$ cat config.mk
export PLATFORM = sky130hd
export DESIGN_NAME = pe_array_sequencer
export DESIGN_NICKNAME = d
export VERILOG_FILES = /design/src/rtl/pe_array_sequencer.sv
export SDC_FILE = /design/constraint.sdc
export NUM_CORES = 1
export LEC_CHECK = 0
export BUFFER_PORTS_ARGS = -buffer_cell sky130_fd_sc_hd__buf_2
export CAP_MARGIN = 40
export CORE_ASPECT_RATIO = 0.75
export CORE_MARGIN = 8
export CORE_UTILIZATION = 30
export DETAILED_ROUTE_END_ITERATION = 8
export SETUP_SLACK_MARGIN = 0.02
export SYNTH_ARGS = -nofsm -noshare
export SYNTH_HDL_FRONTEND = slang
export SYNTH_SLANG_ARGS = --single-unit
$ cat constraint.sdc
create_clock -name CLK -period 3.68 [get_ports CLK]
set_input_delay 0.184 -clock CLK [delete_from_list [all_inputs] [get_ports CLK]]
set_output_delay 0.184 -clock CLK [all_outputs]
set_load 0.03 [all_outputs]
$ cat src/rtl/pe_array_sequencer.sv
// pe_array_sequencer: steps the PE mesh through shift A, shift B and
// multiply-accumulate phases. Each command waits on the AND-reduced PE
// ready handshake, and a stuck handshake ends in a sticky error state.
module pe_array_sequencer #(
    parameter int NUM_IMAGES = 2,
    parameter int IDX_W      = 1,
    parameter int STEP_W     = 8,
    parameter int TIMEOUT    = 64
) (
    input  logic              CLK,
    input  logic              reset,
    input  logic              start,
    input  logic              abort,
    input  logic [STEP_W-1:0] num_steps,
    input  logic [IDX_W-1:0]  slot_a,
    input  logic [IDX_W-1:0]  slot_b,
    input  logic [1:0]        dir_a,
    input  logic [1:0]        dir_b,
    input  logic              pe_ready,
    output logic              shift_up,
    output logic              shift_down,
    output logic              shift_left,
    output logic              shift_right,
    output logic [IDX_W-1:0]  image_shifting,
    output logic              start_multiply,
    output logic              busy,
    output logic              done,
    output logic              error,
    output logic [STEP_W-1:0] step_count
);

    localparam logic [3:0] ST_IDLE    = 4'd0;
    localparam logic [3:0] ST_SHIFT_A = 4'd1;
    localparam logic [3:0] ST_WAIT_A  = 4'd2;
    localparam logic [3:0] ST_SHIFT_B = 4'd3;
    localparam logic [3:0] ST_WAIT_B  = 4'd4;
    localparam logic [3:0] ST_MULT    = 4'd5;
    localparam logic [3:0] ST_WAIT_M  = 4'd6;
    localparam logic [3:0] ST_DONE    = 4'd7;
    localparam logic [3:0] ST_ERROR   = 4'd8;

    // The wait counter never needs to count past TIMEOUT-1: that is the
    // last cycle in which a ready can still be accepted.
    localparam int                CNT_W      = $clog2(TIMEOUT + 1);
    localparam logic [CNT_W-1:0]  WAIT_LAST  = CNT_W'(TIMEOUT - 1);
    localparam int                SLOT_W     = IDX_W + 1;
    localparam logic [SLOT_W-1:0] SLOT_LIMIT = SLOT_W'(NUM_IMAGES);

    logic [3:0]        state;
    logic [CNT_W-1:0]  wait_cnt;
    logic [STEP_W-1:0] num_steps_q;
    logic [IDX_W-1:0]  slot_a_q;
    logic [IDX_W-1:0]  slot_b_q;
    logic [1:0]        dir_a_q;
    logic [1:0]        dir_b_q;

    logic              slot_bad;
    logic              ready_ok;
    logic              wait_expired;
    logic [STEP_W-1:0] next_step;
    logic              shift_en;
    logic [1:0]        shift_dir;

    // The first cycle of each wait (count 0) is blanking, since PEs only
    // drop ready one cycle after receiving a command.
    assign slot_bad     = ({1'b0, slot_a} >= SLOT_LIMIT) || ({1'b0, slot_b} >= SLOT_LIMIT);
    assign ready_ok     = (wait_cnt != '0) && pe_ready;
    assign wait_expired = (wait_cnt == WAIT_LAST);
    assign next_step    = step_count + STEP_W'(1);

    // State, wait counter, step counter and latched run configuration.
    always_ff @(posedge CLK) begin
        if (reset) begin
            state       <= ST_IDLE;
            wait_cnt    <= '0;
            step_count  <= '0;
            num_steps_q <= '0;
            slot_a_q    <= '0;
            slot_b_q    <= '0;
            dir_a_q     <= '0;
            dir_b_q     <= '0;
        end else begin
            case (state)
                ST_IDLE: begin
                    if (start) begin
                        num_steps_q <= num_steps;
                        slot_a_q    <= slot_a;
                        slot_b_q    <= slot_b;
                        dir_a_q     <= dir_a;
                        dir_b_q     <= dir_b;
                        step_count  <= '0;
                        if (slot_bad)
                            state <= ST_ERROR;
                        else if (num_steps == '0)
                            state <= ST_DONE;
                        else
                            state <= ST_SHIFT_A;
                    end
                end
                ST_SHIFT_A: begin
                    wait_cnt <= '0;
                    state    <= abort ? ST_IDLE : ST_WAIT_A;
                end
                ST_WAIT_A: begin
                    if (abort)
                        state <= ST_IDLE;
                    else if (ready_ok)
                        state <= ST_SHIFT_B;
                    else if (wait_expired)
                        state <= ST_ERROR;
                    else
                        wait_cnt <= wait_cnt + CNT_W'(1);
                end
                ST_SHIFT_B: begin
                    wait_cnt <= '0;
                    state    <= abort ? ST_IDLE : ST_WAIT_B;
                end
                ST_WAIT_B: begin
                    if (abort)
                        state <= ST_IDLE;
                    else if (ready_ok)
                        state <= ST_MULT;
                    else if (wait_expired)
                        state <= ST_ERROR;
                    else
                        wait_cnt <= wait_cnt + CNT_W'(1);
                end
                ST_MULT: begin
                    wait_cnt <= '0;
                    state    <= abort ? ST_IDLE : ST_WAIT_M;
                end
                ST_WAIT_M: begin
                    if (abort)
                        state <= ST_IDLE;
                    else if (ready_ok) begin
                        step_count <= next_step;
                        state      <= (next_step == num_steps_q) ? ST_DONE : ST_SHIFT_A;
                    end else if (wait_expired)
                        state <= ST_ERROR;
                    else
                        wait_cnt <= wait_cnt + CNT_W'(1);
                end
                ST_DONE:  state <= ST_IDLE;
                ST_ERROR: state <= ST_ERROR;
                default:  state <= ST_IDLE;
            endcase
        end
    end

    // Moore output decode from the registered state and latched config.
    always_comb begin
        shift_en       = 1'b0;
        shift_dir      = 2'd0;
        image_shifting = '0;
        start_multiply = 1'b0;
        busy           = 1'b0;
        done           = 1'b0;
        error          = 1'b0;
        case (state)
            ST_SHIFT_A: begin
                busy           = 1'b1;
                shift_en       = 1'b1;
                shift_dir      = dir_a_q;
                image_shifting = slot_a_q;
            end
            ST_SHIFT_B: begin
                busy           = 1'b1;
                shift_en       = 1'b1;
                shift_dir      = dir_b_q;
                image_shifting = slot_b_q;
            end
            ST_MULT: begin
                busy           = 1'b1;
                start_multiply = 1'b1;
            end
            ST_WAIT_A, ST_WAIT_B, ST_WAIT_M: busy = 1'b1;
            ST_DONE:  done  = 1'b1;
            ST_ERROR: error = 1'b1;
            default: ;
        endcase
        shift_up    = shift_en && (shift_dir == 2'd0);
        shift_down  = shift_en && (shift_dir == 2'd1);
        shift_left  = shift_en && (shift_dir == 2'd2);
        shift_right = shift_en && (shift_dir == 2'd3);
    end

endmodule

==> metrics.txt <==
core footprint 6260 um2; All-Layer GR Usage 0.114; IO Pins 36; crit path cell chain nor4_2, and2_1, o211ai_1, or3b_2, a21oi_1; ys flop type dfxtp_1; Critical Path AT 2.87 ns; minimum clock period 2.66 ns; CTS Sinks 33; cell accounting for the most synthesized area dfxtp_1; Int Pwr 547 uW; CTS buffer count 5; Worst slew margin 0.461; DR WL/cell 14.1 um; number of flops mapped to enable cells by yosys 0; Worst setup SP type register; post-route ant nets 0; CTS HTree Levels 2; Sw Share 0.296; largest net degree at the start of global routing 29; pwr/cell area 346 nW/um2; fin crit share 0.722; I/O Buffers 35; Comb power frac 0.150; synthesized area 1920 um2; root buffer cell clkbuf_8; worst endpoint required time 3.90 ns; Storage cell area 661 um2; TritonCTS clock tree done; Mean Syn Cell Area 7.98 um2; Iter 0 DRT Violations 61; WS Path Type reg -> reg; # hold bufs at CTS 0; total power 776 uW; Rows 25; RSZ-0062 raised after global routing no; Post-DP HPWL 3680 um; commonest cells after routing, fill and taps aside nand2_1 (38), buf_2 (35), dfxtp_1 (33); pre-CTS setup slack 1.05 ns; Reg power frac 0.498; flops & latches, synth 33; CP max stage delay 0.56 ns; number of vias per cell 5.12; fmax 376 MHz; # diodes 0; Setup violations, final 0; register area share after synthesis 0.343; fin. max-slew vios 0; Crit. End Element register; CTS clock-pin slew for the worst setup and hold paths 0.07 ns; Initial Util 0.308; final hold vios 0; # DRC 0; filler instances 676; GR Overflow Total 0; Layout Skew 0.00501 ns; Post-DP Area 2150 um2; fin area 2240 um2; deepest clock path buffer count 2; NetSw 230 uW; Synth Warn # 0; ranking of synthesized cells by area dfxtp_1 (34%), a21oi_1 (7.8%), nand2_1 (7.4%); Max Cap Violations 0; worst-path fanout max 21; status completed; top cell type's share of synthesized area 0.343; Crit path buffers/inverters 0; vias 1807; Synth cell types 55; Post-Syn Instances 241; Peak VDD IR 0.000138 V; Setup TNS 0 ns; drt pass-1 iters 4; area taken by multi-input logic gates 1180 um2; setup bufs post-CTS 0; Synth Net Count 263; Crit-path slowest cell and2_1; first-pass GRT wire length 8520 um; Setup WS post-layout 1.02 ns; Area growth, synth to finish 16.4%; Clock Power Share 0.352; cell family with most CP delay simple AND/OR/NAND/NOR gates; initial antenna violation count 0; CTS-repair resized insts 0; leak pwr 0.807 nW; die width 108 um; WL final 4970 um; height of the die 85.4 um; routability cong. 0.782; clock latency on the worst-skew pair 0.29 ns; Slew @ Worst Pin 0.788 ns; vias in the first global route 1712; most common cell after layout, fill and taps aside nand2_1; type of the tightest min-delay check in -> reg; share of cells above drive strength 1 0.224; Async SR Flop Fraction 0; Nets 293; full die area 9260 um2
per-stage QoR:
step,utilization,hold slack (ns),instances
2_1_floorplan,-,0.320,241
3_3_place_gp,0.344,0.430,345
3_5_place_dp,0.344,0.432,345
4_1_cts,0.358,0.117,353
5_1_grt,0.358,0.116,353
6_report,0.358,0.128,353
area by class of cell:
type                       count  share of cell area
clock buffer                   5              0.0307
clock inverter                 3             0.00782
inverter                       7              0.0117
multi-input combinational    188               0.528
sequential                    33               0.295
tap                           81              0.0452
timing repair buffer          36              0.0815
worst min-delay path: stages:
cell and delay [ns]:
buf_2 0.10, nand2_1 0.04, a21oi_1 0.05
kinds of logic (layout without fill, tap and decap cells):
family	Yosys count	after routing	synth area share
flops	33	33	0.343
compound gates	63	63	0.228
fa+ha+maj	3	3	0.0195
simple gates	107	107	0.297
mux	3	3	0.0156
xor+xnor	12	12	0.0546
buf+inv	20	51	0.0416
synth_stat cells (2+ instances only):
cell type / instances
and2_1: 5
nor2_1: 13
mux2i_1: 3
o31ai_1: 2
xnor2_1: 9
or2_2: 4
nand4b_1: 2
a21oi_1: 30
or3_2: 3
nand2_1: 38
nand3_1: 7
nor3_1: 4
or4_1: 3
o21ai_0: 11
o311ai_0: 2
o211ai_1: 2
inv_1: 7
or3_1: 6
ha_1: 3
buf_1: 2
xor2_1: 3
nor2b_1: 3
buf_2: 3
nor4_1: 4
nand2b_1: 4
clkbuf_1: 7
dfxtp_1: 33
final timing paths:
| kind | slack (ns) | startpoint | end | cells past startpoint |
|---|---|---|---|---|
| worst max-delay path | 1.02 | state[1] | step_count[2] | 5 |
| worst min-delay path | 0.13 | dir_b[1] | dir_b_q[1] | 3 |
| worst min register to register | 0.47 | num_steps_q[6] | num_steps_q[6] | 2 |
| worst max register to register | 1.02 | state[1] | step_count[2] | 5 |
flip-flops by register name, indices dropped and copies added (netlist names):
signal / count
state: 4
dir_a_q: 2
num_steps_q: 8
slot_b_q: 1
step_count: 8
wait_cnt: 7
dir_b_q: 2
slot_a_q: 1
power by group through the flow:
stage / sequential [mW] / clock, mW / combinational, mW
6_report: 0.387 / 0.273 / 0.117
5_1_grt: 0.389 / 0.302 / 0.131
4_1_cts: 0.387 / 0.284 / 0.118
3_5_place_dp: 0.395 / 0 / 0.117
3_3_place_gp: 0.395 / 0 / 0.116
2_1_floorplan: 0.386 / 0 / 0.0918
metal layers:
metal | global-route usage | up-vias | wire length, um | part of all wire
met3 | 0.0386 | 6 | 258 | 0.052
met2 | 0.159 | 30 | 2030 | 0.41
met5 | 0 | - | 0 | 0
li1 | - | 923 | - | -
met1 | 0.156 | 848 | 2620 | 0.53
met4 | 0.0409 | 0 | 57 | 0.011
No activity file was read; power rests on OpenSTA's default activity.
